`src/rtl/interconn_rxbuf.sv`:
```
// Receive-side buffer for one MVU lane: captures crossbar words into a small FIFO
// and drains them into local MVU memory through a grant-gated base/length address generator.
module interconn_rxbuf #(
    parameter int W  = 128,
    parameter int D  = 8,
    parameter int AW = 10,
    parameter int CW = 10
) (
    input  logic                   clk,
    input  logic                   clr,
    input  logic                   cfg_start,
    input  logic [AW-1:0]          cfg_base,
    input  logic [CW-1:0]          cfg_len,
    input  logic                   recv_en,
    input  logic [W-1:0]           recv_word,
    output logic                   mem_we,
    output logic [AW-1:0]          mem_addr,
    output logic [W-1:0]           mem_wdata,
    input  logic                   mem_gnt,
    output logic                   busy,
    output logic                   done,
    output logic                   ovf,
    output logic [$clog2(D):0]     fill
);

    localparam int PW = $clog2(D);
    localparam int FW = PW + 1;

    typedef enum logic [1:0] {
        ST_IDLE,
        ST_RUN,
        ST_DONE
    } state_t;

    state_t          state;
    logic [W-1:0]    mem [D];
    logic [PW-1:0]   rd_ptr;
    logic [PW-1:0]   wr_ptr;
    logic [AW-1:0]   addr;
    logic [CW-1:0]   acc_rem;
    logic [CW-1:0]   wr_rem;

    logic push_req;
    logic push_ok;
    logic drop;
    logic pop;

    assign busy      = (state == ST_RUN);
    assign done      = (state == ST_DONE);
    assign mem_we    = busy && (fill != '0);
    assign mem_addr  = addr;
    // Head is masked while empty so the unreset storage never leaks onto the port.
    assign mem_wdata = (fill != '0) ? mem[rd_ptr] : '0;

    assign pop      = mem_we && mem_gnt;
    assign push_req = busy && recv_en && (acc_rem != '0);
    // A full FIFO still accepts a word when the head leaves on the same edge.
    assign push_ok  = push_req && ((fill != FW'(D)) || pop);
    assign drop     = push_req && !push_ok;

    // NOTE: the word storage has no reset; only pointers and occupancy need a defined start.
    always_ff @(posedge clk) begin
        if (push_ok)
            mem[wr_ptr] <= recv_word;
    end

    // NOTE: sequential state uses non-blocking assignments so every register sees pre-edge values.
    always_ff @(posedge clk or posedge clr) begin
        if (clr) begin
            state   <= ST_IDLE;
            rd_ptr  <= '0;
            wr_ptr  <= '0;
            fill    <= '0;
            addr    <= '0;
            acc_rem <= '0;
            wr_rem  <= '0;
            ovf     <= 1'b0;
        end else begin
            if (push_ok)
                wr_ptr <= wr_ptr + 1'b1;
            if (pop) begin
                rd_ptr <= rd_ptr + 1'b1;
                addr   <= addr + 1'b1;
            end
            if (push_ok && !pop)
                fill <= fill + 1'b1;
            else if (!push_ok && pop)
                fill <= fill - 1'b1;

            // Dropped words still count against both budgets so the transfer terminates.
            if (push_req)
                acc_rem <= acc_rem - 1'b1;
            if (pop || drop)
                wr_rem <= wr_rem - 1'b1;
            if (drop)
                ovf <= 1'b1;

            case (state)
                ST_IDLE: begin
                    if (cfg_start) begin
                        ovf <= 1'b0;
                        if (cfg_len != '0) begin
                            state   <= ST_RUN;
                            addr    <= cfg_base;
                            acc_rem <= cfg_len;
                            wr_rem  <= cfg_len;
                        end else begin
                            state <= ST_DONE;
                        end
                    end
                end
                ST_RUN: begin
                    if (pop && (wr_rem == CW'(1)))
                        state <= ST_DONE;
                end
                ST_DONE: state <= ST_IDLE;
                default: state <= ST_IDLE;
            endcase
        end
    end

endmodule

```
`config.mk`:
```
export PLATFORM = sky130hd
export DESIGN_NAME = interconn_rxbuf
export DESIGN_NICKNAME = d
export VERILOG_FILES = /design/src/rtl/interconn_rxbuf.sv
export SDC_FILE = /design/constraint.sdc
export NUM_CORES = 1
export LEC_CHECK = 0
export BUFFER_PORTS_ARGS = -buffer_cell sky130_fd_sc_hd__buf_2
export CAP_MARGIN = 20
export CORE_MARGIN = 1.5
export CORE_UTILIZATION = 48
export CTS_CLUSTER_DIAMETER = 100
export DETAILED_ROUTE_END_ITERATION = 6
export PLACE_DENSITY = 0.66
export SKIP_LAST_GASP = 1
export SLEW_MARGIN = 5
export SYNTH_ARGS = -nofsm -noshare
export SYNTH_HDL_FRONTEND = slang
export SYNTH_SLANG_ARGS = --single-unit
```
`constraint.sdc`:
```
create_clock -name clk -period 28.9 [get_ports clk]
set_clock_uncertainty 0.1 [all_clocks]
set_input_delay 1.445 -clock clk [delete_from_list [all_inputs] [get_ports clk]]
set_output_delay 1.445 -clock clk [all_outputs]
set_load 0.05 [all_outputs]
```
==> run metrics <==
clock latency on the worst-skew pair=between 0.6 and 0.7 ns; layout net count=2395; flops & latches, synth=1067; Peak Freq=146 MHz; final hold vios=0; Hold Crit Class=reg2reg; period utilisation layout=23.6%; crit-path max FO=between 40 and 50; Seq/Total Area, Yosys=77.4%; Crit. End Element=output port; Top FF cell, synth=edfxtp_1; clock buffer count from CTS=between 100 and 150; setup TNS=0 ns; Crit Path Category=reg2out; worst-case reg-to-reg path depth=8; post-CTS repair timing setup buffer count=0; syn avg cell area=approximately 22 µm²; status=completed; ys async rst share=4.03%; H-tree depth=3; share of layout cells above drive strength 1=32.7%; Pwr Total=around 5.4 mW; Die X=296 µm; VDD IR max=roughly 94 µV; WHS Path Cells=1; Ports=299; Max Cap Violations=0; Sink Count=between 1k and 1.5k; R2R setup slack=~24 ns; die area=87500 µm²; die height=between 200 and 300 µm; post-synthesis cell area=between 40000 and 50000 µm²; DR DRC count=0; worst slew pin tran=1.11 ns; worst r2r dst=mem[4][104]$_DFFE_PP_; Via density=5.62; Post-Syn Instances=~1.9k; Final Setup Violations=0; pins over their slew limit=0; dpl hpwl=45.3 mm; GR Overflow Total=0; post-CTS sizing=0; Crit path required time=27.35 ns; IO Port Bufs=298; Netlist cell types=between 50 and 60; EDFF count, synth=1024; RSZ-0062 raised after global routing=false; Static Leak=15.9 nW; Cell Pwr Density=113 nW/µm²; Worst R2R Start=fill[0]$_DFFE_PP0P_; Antenna Nets Post-Route=0; Layout area overhead=15.5%; WP data arrival=5.28 ns; CTS Hold Bufs=0; CTS tree=done; first-pass GRT wire length=~130 mm; start point of the worst hold path=state[1]$_DFFE_PP0P_; core area=85000 µm²; drt total wl=85.7 mm; Worst Hold Path EP=state[1]$_DFFE_PP0P_; clk buf depth=3; syn nets=2056; clk root buf=clkbuf_16; number of global-route vias before repair=20.7k; via count=19.5k; initial antenna violation count=21; wire per inst=24.6 µm; total track usage=19.8%; RePlAce Congestion=0.757; clk slew on worst S/H paths=0.06 ns; cell row count=107; post-layout min period=6.83 ns; DR pass1 iterations=5; largest net degree at the start of global routing=141; Initial Util=about half; YS warnings=0; 1st-iter DRT viols=1232; Startpoint Class=register; relative max-transition margin=25.8%
==> cell families (layout without fill, tap and decap cells) <==
| logic type | count (synthesis) | in the layout | synth area share (%) |
|---|---|---|---|
| flops | 1067 | 1067 | 77.4 |
| mux | 387 | 387 | 17.2 |
| simple gates | 245 | 245 | 2.65 |
| buf+inv | 107 | 540 | 1.08 |
| compound gates | 53 | 53 | 0.855 |
| xor+xnor | 24 | 24 | 0.511 |
| fa+ha+maj | 10 | 10 | 0.322 |
| other cells | 0 | 7 | 0 |
==> state kept, by name, summed over array words and instances (netlist names) <==
register	cells
mem	1024
wr_rem	10
state	2
fill	4
rd_ptr	3
ovf	1
wr_ptr	3
mem_addr	10
acc_rem	10
==> cell usage in the layout (no fill, tap or decap), types with 4 or more instances in the layout <==
master,n
a21oi_1,4
o211ai_1,5
clkinv_1,23
clkinvlp_4,5
buf_4,22
nand3_1,6
or3_1,4
buf_2,298
buf_12,6
xor2_1,8
mux2i_1,129
nor3_1,6
nor4_1,5
ha_1,9
dfrtp_1,40
a31oi_1,6
nor2_4,6
mux4_2,256
clkbuf_16,110
clkbuf_1,27
edfxtp_1,1024
nand4_1,4
xnor2_1,16
inv_1,10
nor2_1,142
clkinv_2,22
diode_2,7
nand2_1,42
o21ai_0,20
bufinv_16,7
==> power breakdown <==
part | total [mW] | leakage [nW] | internal (mW) | switching, mW
sequential | 2.04 | 9.79 | 1.93 | 0.110
clock | 1.34 | 1.68 | 0.771 | 0.569
combinational | 1.98 | 4.43 | 0.643 | 1.34
total | 5.36 | 15.9 | 3.35 | 2.02
==> layout make-up <==
type                       instances  area (µm²)
tap                             1144        1430
fill                            6441       37500
inverter                          10        37.5
clock inverter                    64         567
sequential                      1067       31800
clock buffer                     140        2900
timing repair buffer             326        1780
multi-input combinational        719        8930
antenna                            7        17.5
==> critical path: stages, from the launching register on <==
cell	delay, ns
dfrtp_4	0.92
buf_4	0.68
buf_4	0.81
buf_4	0.85
mux4_2	0.60
mux2i_1	0.17
nor2_1	0.11
buf_2	0.28
==> Yosys cell counts (all sizes together), types with 3 or more instances <==
cell / instances / share of area [%]
ha: 9 / 0.27
o21ai: 21 / 0.26
clkbuf: 53 / 0.48
or3: 5 / 0.079
nand4: 4 / 0.061
mux2i: 129 / 3.1
nor3: 8 / 0.097
nand3: 6 / 0.073
nor2: 148 / 1.4
o41ai: 3 / 0.064
dfrtp: 43 / 2.6
xnor2: 16 / 0.34
a31oi: 7 / 0.11
xor2: 8 / 0.17
buf: 44 / 0.51
nor4: 6 / 0.091
mux4: 256 / 14
edfxtp: 1024 / 75
nor3b: 3 / 0.055
a21oi: 5 / 0.088
nand2: 42 / 0.38
inv: 10 / 0.091
o211ai: 5 / 0.091
a21o: 3 / 0.055
or3b: 3 / 0.064
nand2b: 3 / 0.046
==> per-stage QoR <==
step	hold WS, ns	instance area (µm²)	utilization (%)	cells	worst slack [ns]
floorplan	0.354	41100	-	1893	16.98
finish	0.406	47500	55.9	3477	22.07
global placement	0.381	44000	51.8	3266	22.64
global route	0.435	47500	55.9	3472	21.56
CTS	0.406	47500	55.8	3470	21.82
detailed placement	0.392	44000	51.8	3266	22.57
==> how the worst max path moves through the flow <==
| stage | slack [ns] | start | endpoint |
|---|---|---|---|
| global route | 21.56 | rd_ptr[0]$_DFFE_PP0N_ | mem_wdata[116] |
| detailed placement | 22.57 | rd_ptr[0]$_DFFE_PP0N_ | mem_wdata[14] |
| floorplan | 16.98 | recv_en | mem[1][0]$_DFFE_PP_ |
| finish | 22.07 | rd_ptr[0]$_DFFE_PP0N_ | mem_wdata[116] |
| CTS | 21.82 | rd_ptr[0]$_DFFE_PP0N_ | mem_wdata[14] |
| global placement | 22.64 | rd_ptr[0]$_DFFE_PP0N_ | mem_wdata[14] |
==> routing by layer <==
metal / GRT usage (%) / routed length (µm) / up-vias
li1: - / - / 8504
met1: 25.7 / 34500 / 10386
met3: 4.33 / 4540 / 157
met2: 34.0 / 44400 / 452
met5: 0 / 228 / -
met4: 5.32 / 1960 / 30
Power figures use the tool's default switching activity.
